<file path="src/rtl/lsu_pkg.sv">
// Shared definitions for the load/store alignment sequencer.
// Contents: RISC-V load/store funct3 encodings, the sequencer state type,
// the access-size helper and the legality helper used during decode.
package lsu_pkg;

    localparam logic [2:0] F3_B  = 3'b000;
    localparam logic [2:0] F3_H  = 3'b001;
    localparam logic [2:0] F3_W  = 3'b010;
    localparam logic [2:0] F3_BU = 3'b100;
    localparam logic [2:0] F3_HU = 3'b101;

    typedef enum logic [0:0] {
        IDLE  = 1'b0,
        SPLIT = 1'b1
    } lsu_state_e;

    // Access size in bytes; 0 marks an encoding that is not a load/store size.
    function automatic logic [2:0] size_of(input logic [2:0] func3);
        logic [2:0] size;
        case (func3)
            F3_B, F3_BU: size = 3'd1;
            F3_H, F3_HU: size = 3'd2;
            F3_W:        size = 3'd4;
            default:     size = 3'd0;
        endcase
        return size;
    endfunction

    // Stores only exist as sb/sh/sw; the unsigned encodings are load-only.
    function automatic logic legal_op(input logic is_store, input logic [2:0] func3);
        logic legal;
        if (is_store) begin
            legal = (func3 == F3_B) || (func3 == F3_H) || (func3 == F3_W);
        end else begin
            legal = (size_of(func3) != 3'd0);
        end
        return legal;
    endfunction

endpackage

</file>
<file path="src/rtl/load_extend.sv">
// Combinational load-data extension.
// Ports:
//   i_func3 : funct3 of the load, selects width and signedness
//   i_raw   : raw little-endian load data, valid bytes in the low lanes
//   o_data  : sign- or zero-extended 32-bit result
module load_extend
    import lsu_pkg::*;
(
    input  logic [2:0]  i_func3,
    input  logic [31:0] i_raw,
    output logic [31:0] o_data
);

    // Select the extension rule from the load width and signedness.
    always_comb begin
        o_data = 32'h0000_0000;
        case (i_func3)
            F3_B:    o_data = {{24{i_raw[7]}}, i_raw[7:0]};
            F3_H:    o_data = {{16{i_raw[15]}}, i_raw[15:0]};
            F3_W:    o_data = i_raw;
            F3_BU:   o_data = {24'h00_0000, i_raw[7:0]};
            F3_HU:   o_data = {16'h0000, i_raw[15:0]};
            default: o_data = 32'h0000_0000;
        endcase
    end

endmodule

</file>
<file path="src/rtl/lsu_align_sequencer.sv">
// Load/store sequencer sitting between EX/MEM and a single-port byte memory.
// Aligned accesses are forwarded combinationally; misaligned lw/lh/lhu/sw/sh
// are replayed as one byte access per cycle while the pipeline is stalled.
// All load data is extended here because the memory returns narrow loads
// zero-padded.
// Ports:
//   clk, rst         : clock, synchronous active-high reset
//   req_*            : request from EX/MEM (read, write, funct3, addr, wdata)
//   stall            : freeze PC, IF/ID, ID/EX, EX/MEM
//   resp_valid/rdata : extended load result to MEM/WB (rdata is 0 when idle)
//   mem_*            : memory request and combinational read data
module lsu_align_sequencer
    import lsu_pkg::*;
#(
    parameter int ADDR_W   = 32,
    parameter bit SPLIT_EN = 1'b1
) (
    input  logic              clk,
    input  logic              rst,
    input  logic              req_read,
    input  logic              req_write,
    input  logic [2:0]        req_func3,
    input  logic [ADDR_W-1:0] req_addr,
    input  logic [31:0]       req_wdata,
    output logic              stall,
    output logic              resp_valid,
    output logic [31:0]       resp_rdata,
    output logic [ADDR_W-1:0] mem_addr,
    output logic              mem_read,
    output logic              mem_write,
    output logic [2:0]        mem_func3,
    output logic [31:0]       mem_wdata,
    input  logic [31:0]       mem_rdata
);

    lsu_state_e        r_state;
    lsu_state_e        w_state_next;
    logic [1:0]        r_idx;
    logic              r_read;
    logic              r_write;
    logic [2:0]        r_func3;
    logic [ADDR_W-1:0] r_addr;
    logic [31:0]       r_wdata;
    logic [23:0]       r_buf;

    logic              w_is_store;
    logic              w_is_load;
    logic              w_active;
    logic              w_misaligned;
    logic              w_start_split;
    logic              w_last;
    logic [2:0]        w_req_size;
    logic [2:0]        w_lat_size;
    logic [7:0]        w_store_byte;
    logic [31:0]       w_assembled;
    logic [31:0]       w_raw;
    logic [2:0]        w_ext_func3;
    logic [31:0]       w_ext;

    // A simultaneous read+write is a store; the read is dropped.
    assign w_is_store    = req_write;
    assign w_is_load     = req_read & ~req_write;
    assign w_active      = (w_is_store | w_is_load) & legal_op(w_is_store, req_func3);
    assign w_req_size    = size_of(req_func3);
    assign w_misaligned  = ((w_req_size == 3'd2) & req_addr[0]) |
                           ((w_req_size == 3'd4) & (req_addr[1:0] != 2'b00));
    assign w_start_split = SPLIT_EN & w_active & w_misaligned;

    // In SPLIT the latched funct3 is always a legal 2- or 4-byte access.
    assign w_lat_size = size_of(r_func3);
    assign w_last     = ({1'b0, r_idx} == (w_lat_size - 3'd1));

    // Pick the store byte for the current split index.
    always_comb begin
        w_store_byte = 8'h00;
        case (r_idx)
            2'd0:    w_store_byte = r_wdata[7:0];
            2'd1:    w_store_byte = r_wdata[15:8];
            2'd2:    w_store_byte = r_wdata[23:16];
            2'd3:    w_store_byte = r_wdata[31:24];
            default: w_store_byte = 8'h00;
        endcase
    end

    // Merge the byte arriving now with the bytes gathered so far; unused
    // upper lanes are zero because the buffer is cleared at split start.
    always_comb begin
        w_assembled = {8'h00, r_buf};
        case (r_idx)
            2'd1:    w_assembled[15:8]  = mem_rdata[7:0];
            2'd2:    w_assembled[23:16] = mem_rdata[7:0];
            2'd3:    w_assembled[31:24] = mem_rdata[7:0];
            default: w_assembled = {8'h00, r_buf};
        endcase
    end

    // State register.
    always_ff @(posedge clk) begin
        if (rst) begin
            r_state <= IDLE;
        end else begin
            r_state <= w_state_next;
        end
    end

    // Next-state logic.
    always_comb begin
        w_state_next = r_state;
        case (r_state)
            IDLE: begin
                if (w_start_split) begin
                    w_state_next = SPLIT;
                end else begin
                    w_state_next = IDLE;
                end
            end
            SPLIT: begin
                if (w_last) begin
                    w_state_next = IDLE;
                end else begin
                    w_state_next = SPLIT;
                end
            end
            default: w_state_next = IDLE;
        endcase
    end

    // Latched request, byte index and load byte buffer.
    always_ff @(posedge clk) begin
        if (rst) begin
            r_idx   <= 2'd0;
            r_read  <= 1'b0;
            r_write <= 1'b0;
            r_func3 <= 3'b000;
            r_addr  <= '0;
            r_wdata <= 32'h0000_0000;
            r_buf   <= 24'h00_0000;
        end else if (r_state == IDLE) begin
            if (w_start_split) begin
                r_read  <= w_is_load;
                r_write <= w_is_store;
                r_func3 <= req_func3;
                r_addr  <= req_addr;
                r_wdata <= req_wdata;
                r_buf   <= {16'h0000, mem_rdata[7:0]};
                r_idx   <= 2'd1;
            end else begin
                r_idx   <= 2'd0;
            end
        end else begin
            if (r_read) begin
                case (r_idx)
                    2'd1:    r_buf[15:8]  <= mem_rdata[7:0];
                    2'd2:    r_buf[23:16] <= mem_rdata[7:0];
                    default: r_buf        <= r_buf;
                endcase
            end else begin
                r_buf <= r_buf;
            end
            if (w_last) begin
                r_idx <= 2'd0;
            end else begin
                r_idx <= r_idx + 2'd1;
            end
        end
    end

    // Output decode: reset forces an idle memory port, so a reset landing
    // mid-split writes nothing further.
    always_comb begin
        stall       = 1'b0;
        resp_valid  = 1'b0;
        mem_addr    = req_addr;
        mem_read    = 1'b0;
        mem_write   = 1'b0;
        mem_func3   = req_func3;
        mem_wdata   = req_wdata;
        w_raw       = mem_rdata;
        w_ext_func3 = req_func3;
        if (rst) begin
            stall = 1'b0;
        end else if (r_state == SPLIT) begin
            mem_addr    = r_addr + ADDR_W'(r_idx);
            mem_read    = r_read;
            mem_write   = r_write;
            mem_func3   = r_write ? F3_B : F3_BU;
            mem_wdata   = {24'h00_0000, w_store_byte};
            w_raw       = w_assembled;
            w_ext_func3 = r_func3;
            stall       = ~w_last;
            resp_valid  = w_last & r_read;
        end else if (w_start_split) begin
            mem_read  = w_is_load;
            mem_write = w_is_store;
            mem_func3 = w_is_store ? F3_B : F3_BU;
            mem_wdata = {24'h00_0000, req_wdata[7:0]};
            stall     = 1'b1;
        end else if (w_active) begin
            mem_read   = w_is_load;
            mem_write  = w_is_store;
            resp_valid = w_is_load;
        end else begin
            stall = 1'b0;
        end
    end

    load_extend u_load_extend (
        .i_func3 (w_ext_func3),
        .i_raw   (w_raw),
        .o_data  (w_ext)
    );

    assign resp_rdata = resp_valid ? w_ext : 32'h0000_0000;

endmodule

</file>
<file path="config.mk">
export PLATFORM = sky130hd
export DESIGN_NAME = lsu_align_sequencer
export DESIGN_NICKNAME = d
export VERILOG_FILES = /design/src/rtl/lsu_pkg.sv /design/src/rtl/load_extend.sv /design/src/rtl/lsu_align_sequencer.sv
export SDC_FILE = /design/constraint.sdc
export NUM_CORES = 1
export LEC_CHECK = 0
export CAP_MARGIN = 20
export CORE_UTILIZATION = 49
export DETAILED_ROUTE_END_ITERATION = 12
export PLACE_DENSITY = 0.79
export SLEW_MARGIN = 20
export SYNTH_ARGS = -nofsm -noshare
export SYNTH_HDL_FRONTEND = slang
export SYNTH_HIERARCHICAL = 1
export SYNTH_SLANG_ARGS = --single-unit
</file>
<file path="constraint.sdc">
create_clock -name clk -period 4.2 [get_ports clk]
set_clock_uncertainty 0.1 [all_clocks]
set_input_delay 0.63 -clock clk [delete_from_list [all_inputs] [get_ports clk]]
set_output_delay 0.63 -clock clk [all_outputs]
set_load 0.05 [all_outputs]
</file>
; ---- Word level (Yosys, flattened, before mapping)
; Cells that the tools add are included.
[totals]
ff_bits = 96
input_bits = 103
word_cells = 103
[classes]
addsub = 3
n_eq_ne = 19
mux = 46
bitwise = 11
reduce_logical = 15
[op_table]
columns = operator, count
row1 = $mux 32, 8
row2 = $pmux 32 s5, 1
row3 = $mux 24, 3
row4 = $add 32x2->32, 1
row5 = $pmux 8 s4, 1
row6 = $mux 3, 8
row7 = $mux 8, 3
row8 = $eq 3x3->1 const B, 7
row9 = $pmux 3 s3, 2
row10 = $mux 1, 17
row11 = $eq 3x2->1 const B, 4
row12 = $eq 3x1->1 const B, 3
row13 = $logic_not 3->1, 3
row14 = $reduce_or 2->1, 4
row15 = $and 1x1->1, 6
row16 = $eq 2x2->1 const B, 2
row17 = $mux 2, 2
row18 = $reduce_and 2->1, 2
row19 = $reduce_bool 2->1, 2
row20 = $eq 2x3->1, 1
row21 = $not 1->1, 3
row22 = $reduce_bool 3->1, 1
row23 = $sub 3x1->3 const B, 1
row24 = $add 2x1->2 const B, 1
row25 = 6 further kinds, 8

; ---- Longest topological paths before layout
; Gate-level depths: netlist of run 1.
[logic_depth]
depth_word = 12
ltp_mapped = 12
ltp_nobuf = 7

; ---- Modules after synthesis
; The synthesis of run 1 kept the hierarchy.
[modules_own_cells]
columns = mod, n_inst, cells_per_inst, area_each_um2
row1 = lsu_align_sequencer, 1, 888, 6501.2
row2 = load_extend, 1, 71, 593.1

; ---- Worst setup path before layout of run 1
; OpenSTA, ideal clock, no wires.
[synth_timing]
kind = input port to output port
start = input rst
end = output resp_rdata[10]
t_arrival_ps = 3521
required_ps = 3470
setup_slack_ps = -51
stages = 10
path_buffers = 4
cell_sequence = clkbuf_1 nand2b_1 clkbuf_1 clkbuf_1 nand2_1 nand2_1 nor2b_1 clkbuf_1 o2bb2ai_1 nor3b_1
[synth_via]
elab_chain_cells = 4
elab_cells_between_ends = 10
cone_classes = 4 x eq/ne / 5 x mux / 1 x reduce/logical
[synth_rtl]
columns = item, line
row1 = from (decl), lsu_align_sequencer.sv:19  ; input logic rst,
row2 = $mux 3 (*), lsu_align_sequencer.sv:180  ; if (rst) begin
row3 = via w_ext_func3[0], lsu_align_sequencer.sv:57  ; logic [2:0] w_ext_func3;
row4 = "$eq 3x3->1, or another cell as far along", load_extend.sv:17  ; case (i_func3)
row5 = $pmux 32 s5 (*), load_extend.sv:17
row6 = via w_ext[10], lsu_align_sequencer.sv:58  ; logic [31:0] w_ext;
row7 = $mux 32 (*), lsu_align_sequencer.sv:213  ; assign resp_rdata = resp_valid ? w_ext : 32'h0000_0000;
row8 = to (decl), lsu_align_sequencer.sv:27  ; output logic [31:0] resp_rdata,
; Mark *: on every way through the listed nets, which the timed path passes. The rest lies on a longest branch.

; ---- Final worst setup path of run 1
[layout_timing]
start = register r_idx[0]
end = output mem_addr[28]
[layout_via]
elab_chain_cells = 3
[layout_rtl]
columns = item, line
row1 = from (decl), lsu_align_sequencer.sv:38  ; logic [1:0] r_idx;
row2 = from (signal assigned), lsu_align_sequencer.sv:163  ; r_idx <= r_idx + 2'd1;
row3 = $add 32x2->32, lsu_align_sequencer.sv:183  ; mem_addr = r_addr + ADDR_W'(r_idx);
row4 = $mux 32, lsu_align_sequencer.sv:182  ; end else if (r_state == SPLIT) begin
row5 = $mux 32, lsu_align_sequencer.sv:180
row6 = to (decl), lsu_align_sequencer.sv:28  ; output logic [ADDR_W-1:0] mem_addr,
; No other way between the ends.

==> results.md, run 1 <==
* Multi-input gate area at between 4000 and 5000 um^2
* Leak pwr at approximately 3.4 nW
* Finished Core Util at around two thirds
* Synth-to-Final Area Change at 33.5%
* Post-synth EDFFs at 0
* Post-synth top flop: dfxtp_1
* DIE AREA at roughly 15000 um^2
* Area contributors post-synth: dfxtp_1, o31ai_1, nand4_1
* Crit Path Class: register to output port
* DR iter-0 viols at between 900 and 1k
* Crit-path cells: ha_1 > inv_1 > fa_1 > nand4b_4 > or4_4 > or4_1 > a31oi_1 > buf_12
* Overflow after GRT at 0
* Mapped Cells at 959
* TritonCTS clock tree: built
* Nets at about 1.2k
* Boundary pin count at 206
* Clock transition at the registers of the reported paths at about 0.07 ns
* Gr usage total at between 30% and 40%
* Crit path depth at 8
* Syn Nets at 1070
* Final hold violations at 0
* Library cells used by synthesis at 55
* Core Area at 14000 um^2
* Worst hold margin at 0.371 ns
* Final ANT Viol Nets at 0
* CP Capture Type: output port
* Routability congestion estimate at 0.920
* CTS Buffer Depth at 2
* Max incr delay on CP at 0.54 ns
* Drt total wl at about 24000 um
* Die width at 122 um
* Routed vias at slightly above 8k
* Slowest CP cell: or4_4
* Internal at between 1.5 and 2 mW
* Share of layout cells above drive strength 1 at 17.0%
* Avg Inst Size Synth at 7.40 um^2
* Crit start category: register
* Most frequent cells in the layout: nand2_1, buf_4, clkdlybuf4s50_1
* Fill count at 1210
* #FFs+latches synth at 96
* Vias in the first global route at 7368
* Storage element area at about 1900 um^2
* Flop pwr share at 38.6%
* CTS sink count at 96
* Num CTS Buffers at 9
* Max-slew violation count at 0
* Share of the synthesized area in the top cell type at 27.1%
* Skew-Pair Late Insertion Delay at 0.35 ns
* Async S/R FF share, synth at 0%
* Worst Hold Depth at 2
* Crit path max-delay family: simple AND/OR/NAND/NOR gates
* Clock network power share at 32.7%
* Cell Rows at 43
* Reg2reg path depth at 4
* Hold Path Origin: r_wdata[11]
* Clk Tree Root Cell: clkbuf_16
* Pwr dens at 260 nW/um^2
* Crit. Startpoint: r_idx[0]
* IO buf count at ~210
* Hold crit path type: register to register
* Setup violations, final at 0
* DIE HEIGHT at roughly 120 um
* Critical Path Fanout Max at 16
* Most common cell after layout, fill and taps aside: nand2_1
* DRT Pass-1 Iters at 6
* RSZ-0062 raised after global routing: no
* Setup TNS at 0 ns
* Yosys top cell by area: dfxtp_1
* Slew of the pin with the lowest slew margin at ~0.92 ns
* Cell Area, Synth at roughly 7100 um^2
* Worst EP required at 3.47 ns
* Share of the yosys chip area belonging to registers at 27.1%
* Max-cap violations at 0
* Worst VDD drop at 0.000192 V
* DR DRC count at 0
* Initial core utilization at 50.7%
* Vias/cell at 6.35
* Largest net degree at the start of global routing at 70
* Slew margin rel. at 38.9%
* H-tree levels at 3
* N_diodes at 0
* Final period util at 94.7%
* First-pass GRT wire length at about 38000 um
* Minimum clock period at 3.98 ns
* WP buf/inv at 2
* DR WL/cell at 18.8 um
* Switching part of the total power at 34.6%
* Max Fclk at 251 MHz
* Antenna violations before repair at 0
* Psw at 851 uW
* Comb pwr share at between 20 and 30%
* CP arrival at 3.25 ns
* Synthesis warning total at 6
* Status: complete, no violations
* Reg-to-reg startpoint: r_state
* Hpwl dp at 16200 um
[synthesized netlist by cell type (all sizes together) (16+ instances only)]
master and number:
a21boi 26, a21oi 79, a31oi 17, a41o 16
buf 21, clkbuf 95, dfxtp 96, mux2i 40
nand2 110, nand4 72, nor2 50, nor3b 33
o21ai 73, o31ai 79, or4 16
[sequential cells by signal, indices dropped and copies added (netlist names)]
register and cells:
r_addr 32, r_wdata 32, r_buf 24, r_func3 3
r_idx 2, r_read 1, r_state 1, r_write 1
[worst paths after layout]
kind	end	slack [ns]
setup / recovery	mem_addr[28]	0.22
setup reg to reg	r_buf[21]	1.64
hold reg to reg	r_wdata[11]	0.37
hold / removal	r_wdata[11]	0.37
[metal layers]
layer	share of wire, %	track usage [%]
met5	0	0
met4	2.7	10.9
met3	8.2	6.32
met2	45	49.4
met1	44	43.9
[worst register-to-register path: cells and delay by family (launching register included)]
family	cells	cell delay (ns)
flops	1	0.68
simple gates	2	0.66
buf+inv	1	0.61
compound gates	1	0.41
[metrics by stage]
stage                     worst slack [ns]  power (mW)  instances  area, um^2
final                                0.221        2.46       1271        9470
after floorplan                    0.00677        1.39        959        7180
after global routing                0.0664        2.54       1271        9470
after CTS                            0.109        2.46       1271        9470
after detailed placement             0.340        1.67       1255        9180
after global placement               0.401        1.66       1255        9180
[power by group through the flow]
stage	combinational (mW)	clock [mW]	sequential, mW
3_3_place_gp	0.695	0	0.968
3_5_place_dp	0.698	0	0.969
5_1_grt	0.751	0.843	0.950
4_1_cts	0.701	0.810	0.948
6_report	0.707	0.804	0.948
2_1_floorplan	0.428	0	0.962
[cells by family (layout without fill, tap and decap cells)]
logic type                 Yosys count  after routing  synth area share [%]
xor gates and xnor gates            14             14                  1.73
adders and majority gates            8              8                  1.52
buffers and inverters              130            262                  7.64
AOI/OAI and AO/OA                  327            327                  30.5
DFF                                 96             96                  27.1
and+or+nand+nor                    344            344                  25.9
muxes                               40             40                  5.64
[repair_timing]
| action | CTS | global route |
|---|---|---|
| setup endpoints to repair | 4 | 4 |
| hold buffers | 0 | 0 |
| hold endpoints to repair | 0 | 0 |
| pin swaps | 0 | 1 |
| resized for setup | 1 | 0 |
| buffers inserted | 0 | 0 |
[layout make-up]
type                            count  share of cell area, %
Clock buffer                        9                   2.38
Clock inverter                      7                  0.660
Inverter                           14                  0.555
Multi-Input combinational cell    733                   50.4
Sequential cell                    96                   20.3
Tap cell                          180                   2.38
Timing Repair Buffer              232                   23.3
No activity file was read; power rests on OpenSTA's default activity.
==> inputs of run 2 (changes only) <==
--- a/config.mk
+++ b/config.mk
@@ -5,10 +5,11 @@
 export SDC_FILE = /design/constraint.sdc
 export NUM_CORES = 1
 export LEC_CHECK = 0
+export ABC_AREA = 1
 export CAP_MARGIN = 20
-export CORE_UTILIZATION = 49
+export CORE_UTILIZATION = 53
 export DETAILED_ROUTE_END_ITERATION = 12
-export PLACE_DENSITY = 0.79
+export PLACE_DENSITY = 0.85
 export SLEW_MARGIN = 20
 export SYNTH_ARGS = -nofsm -noshare
 export SYNTH_HDL_FRONTEND = slang
==> constraint.sdc (replaced) <==
create_clock -name clk -period 4.9 [get_ports clk]
set_clock_uncertainty 0.1 [all_clocks]
set_input_delay 0.735 -clock clk [delete_from_list [all_inputs] [get_ports clk]]
set_output_delay 0.735 -clock clk [all_outputs]
set_load 0.05 [all_outputs]
==> run 2 against run 1 <==
Worst setup slack better by 0.48 ns. Core utilization up 7.4 points. Area after synthesis grew 1.0%. Sequential cell count did not move. Sequential share of layout area shrank 0.90 points. Global-route usage is 0.80 points higher. Wire length fell by 4.5%. Design area up 4.6%. Sequential power fell by 13%. Hold slack worse by 0.0098 ns. Critical endpoint is now mem_wdata[17].
==> results.md, run 2 <==
* Status: complete, no violations
* Nets at 1503 (+26%)
* Async S/R FF share, synth at 0% (unchanged)
* Slew margin rel. at 25.4% (-14 points)
* Crit-path cells: clkdlybuf4s50_1 > nor2_1 > o21ai_2 > buf_4 > nand3_1 > nand2_2 > nor2_1 > buf_12
* Routability congestion estimate at 0.924 (+0.47%)
* DR WL/cell at 14.6 um (-23%)
* Slew of the pin with the lowest slew margin at 1.11 ns (+0.191 ns)
* Setup violations, final at 0 (unchanged)
* H-tree levels at 3 (unchanged)
* Reg-to-reg startpoint: r_state
* Vias/cell at 5.29 (-17%)
* Library cells used by synthesis at 36 (-35%)
* Pwr dens at 225 nW/um^2 (-13%)
* Hold Path Origin: r_write
* Dpl cells at 1557 (+24%)
* DR iter-0 viols at 771 (-22%)
* Met3 Resource Use GR at 4.54% (-1.8 points)
* IO buf count at 205 (unchanged)
* Hold-fix buffers, CTS at 0 (unchanged)
* Placed instance area at 9590 um^2 (+4.5%)
* Multi-input gate area at 4300 um^2 (-10%)
* Met2 usage at 54.7% (+5.3 points)
* Finished Core Util at 75.1% (+7.4 points)
* Slowest CP cell: o21ai_2
* Area contributors post-synth: dfxtp_1, nand2_1, nor2_1
* Psw at 739 uW (-13%)
* Worst VDD drop at 0.000193 V (+0.52%)
* Synth-to-Final Area Change at 38.2%
* Post-synth EDFFs at 0 (unchanged)
* DIE AREA at 14000 um^2 (-6.5%)
* Cell Rows at 42 (-2.3%)
* Critical Path Fanout Max at 26 (+10)
* Avg Inst Size Synth at 5.79 um^2 (-22%)
* CP arrival at 3.36 ns (+0.11 ns)
* Skew-Pair Late Insertion Delay at 0.35 ns (about the same)
* Minimum clock period at 4.20 ns
* Max-slew violation count at 0 (unchanged)
* Die width at 118 um (-3.3%)
* Post-CTS setup buffers at 0 (unchanged)
* Largest net degree at the start of global routing at 85 (+21%)
* Design Area, Final at 9910 um^2 (+4.6%)
* Initial core utilization at 54.3% (+3.6 points)
* Share of layout cells above drive strength 1 at 11.8% (-5.2 points)
* GRT met1 Usage at 42.7% (-1.2 points)
* Pre-CTS setup slack at 0.732 ns (+0.391 ns)
* Comb pwr share at 29.3% (+0.6 points)
* Yosys top cell by area: dfxtp_1
* Mapped Cells at 1239 (+29%)
* Synthesis warning total at 6 (unchanged)
* N_diodes at 0 (unchanged)
* DR DRC count at 0 (unchanged)
* Antenna violations before repair at 0 (unchanged)
* Routed vias at 8327 (+3.1%)
* Final period util at 85.6%
* Flop pwr share at 37.2% (-1.4 points)
* Final worst setup slack at 0.703 ns (+0.482 ns)
* Worst hold margin at 0.361 ns (-0.00977 ns)
* Switching part of the total power at 33.2% (-1.4 points)
* Cell Area, Synth at 7170 um^2 (+1.0%)
* Post-cts resize count at 0 (-1)
* DIE HEIGHT at 118 um (-3.3%)
* Hold crit path type: register to register
* Post-synth top flop: dfxtp_1
* Most frequent CP cell: nor2_1
* Clock transition at the registers of the reported paths at 0.06 ns (about the same)
* Top Registers: r_addr: 32 flops, r_wdata: 32 flops, r_buf: 24 flops
* First-pass GRT wire length at 37200 um (-1.8%)
* Most common cell after layout, fill and taps aside: nand2_1
* Hpwl dp at 16900 um (+4.4%)
* Worst EP required at 4.07 ns (+0.60 ns)
* Power Total at 2.23 mW (-9.5%)
* CP Capture Type: output port
* Boundary pin count at 206 (unchanged)
* Syn Nets at 1350 (+26%)
* Crit Path Class: input pin to output port
* Crit. Startpoint: req_addr[1]
* Num CTS Buffers at 9 (unchanged)
* RSZ-0062 raised after global routing: no
* Setup TNS at 0 ns (unchanged)
* Final hold violations at 0 (unchanged)
* Crit start category: input pin
* Internal at 1.49 mW (-7.6%)
* Fill count at 1105 (-8.7%)
* Final ANT Viol Nets at 0 (unchanged)
* Share of the yosys chip area belonging to registers at 26.8% (-0.28 points)
* Clock network power share at 33.5% (+0.8 points)
* Drt total wl at 22900 um (-4.5%)
* Overflow after GRT at 0 (unchanged)
* TritonCTS clock tree: built
* Most frequent cells in the layout: nand2_1, nor2_1, inv_1
* Leak pwr at 4.54 nW (+33%)
* Max-cap violations at 0 (unchanged)
* Core Area at 13200 um^2 (-5.7%)
* Layout Cells excl Fill at 1573 (+24%)
* Vias in the first global route at 7705 (+4.6%)
* DRT Pass-1 Iters at 5 (-1)
* Clk Tree Root Cell: clkbuf_16
* CTS Buffer Depth at 2 (unchanged)
* Storage element area at 1920 um^2 (about the same)
* CTS sink count at 96 (unchanged)
* Max incr delay on CP at 0.67 ns (+0.13 ns)
* GRT busiest layer: met2
* Max Fclk at 238 MHz
* #FFs+latches synth at 96 (unchanged)
* Gr usage total at 32.7% (+0.80 points)
* Most frequent cell after synthesis: nand2_1
* Synth top cells by count: nand2_1, nor2_1, inv_1, dfxtp_1, nand3_1
* Share of the synthesized area in the top cell type at 26.8% (-0.28 points)
## run 2: changes by cell type in the layout (fill, tap and decap cells not counted), sizes merged, moves of 37 or more
cell / delta
inv: +136
mux2i: -37
o31ai: -79
nand3: +83
nand2: +286
nor2: +164
## run 2: worst paths after layout
kind                                 endpoint  slack (ns)  cells after the start
worst min-delay path                  r_write        0.36                      2
worst max-delay path            mem_wdata[17]        0.70                      8
worst max register to register       r_buf[8]        2.27                      7
worst min register to register        r_write        0.36                      2
## run 2: cell type report
cell class                      count  area share [%]
Clock buffer                       10            2.41
Clock inverter                      6           0.733
Inverter                          149            5.67
Multi-Input combinational cell    918            43.4
Sequential cell                    96            19.4
Tap cell                          176            2.22
Timing Repair Buffer              218            26.2
## run 2: routing by layer
| layer | part of all wire, % | routed length [um] |
|---|---|---|
| met1 | 43 | 9870 |
| met2 | 47 | 10800 |
| met3 | 7.1 | 1630 |
| met4 | 2.5 | 564 |
| met5 | 0 | 0 |
## run 2: power groups by stage
stage               sequential, mW  clock [mW]  combinational [mW]
CTS                          0.827       0.748               0.651
global route                 0.830       0.778               0.698
global placement             0.844           0               0.639
detailed placement           0.845           0               0.648
floorplan                    0.838           0               0.385
finish                       0.828       0.746               0.652
## run 2: critical path: cells and delay by family
| family | cells | cell delay, ns |
|---|---|---|
| AOI/OAI and AO/OA | 1 | 0.67 |
| buffers and inverters | 3 | 1.13 |
| and+or+nand+nor | 4 | 0.80 |
## run 2: logic make-up after synthesis
logic type | Yosys count | share of synthesized area [%]
xor gates and xnor gates | 12 | 1.47
AOI/OAI and AO/OA | 126 | 9.37
adders and majority gates | 8 | 1.50
DFF | 96 | 26.8
buffers and inverters | 225 | 13.7
and+or+nand+nor | 753 | 44.2
muxes | 19 | 2.93
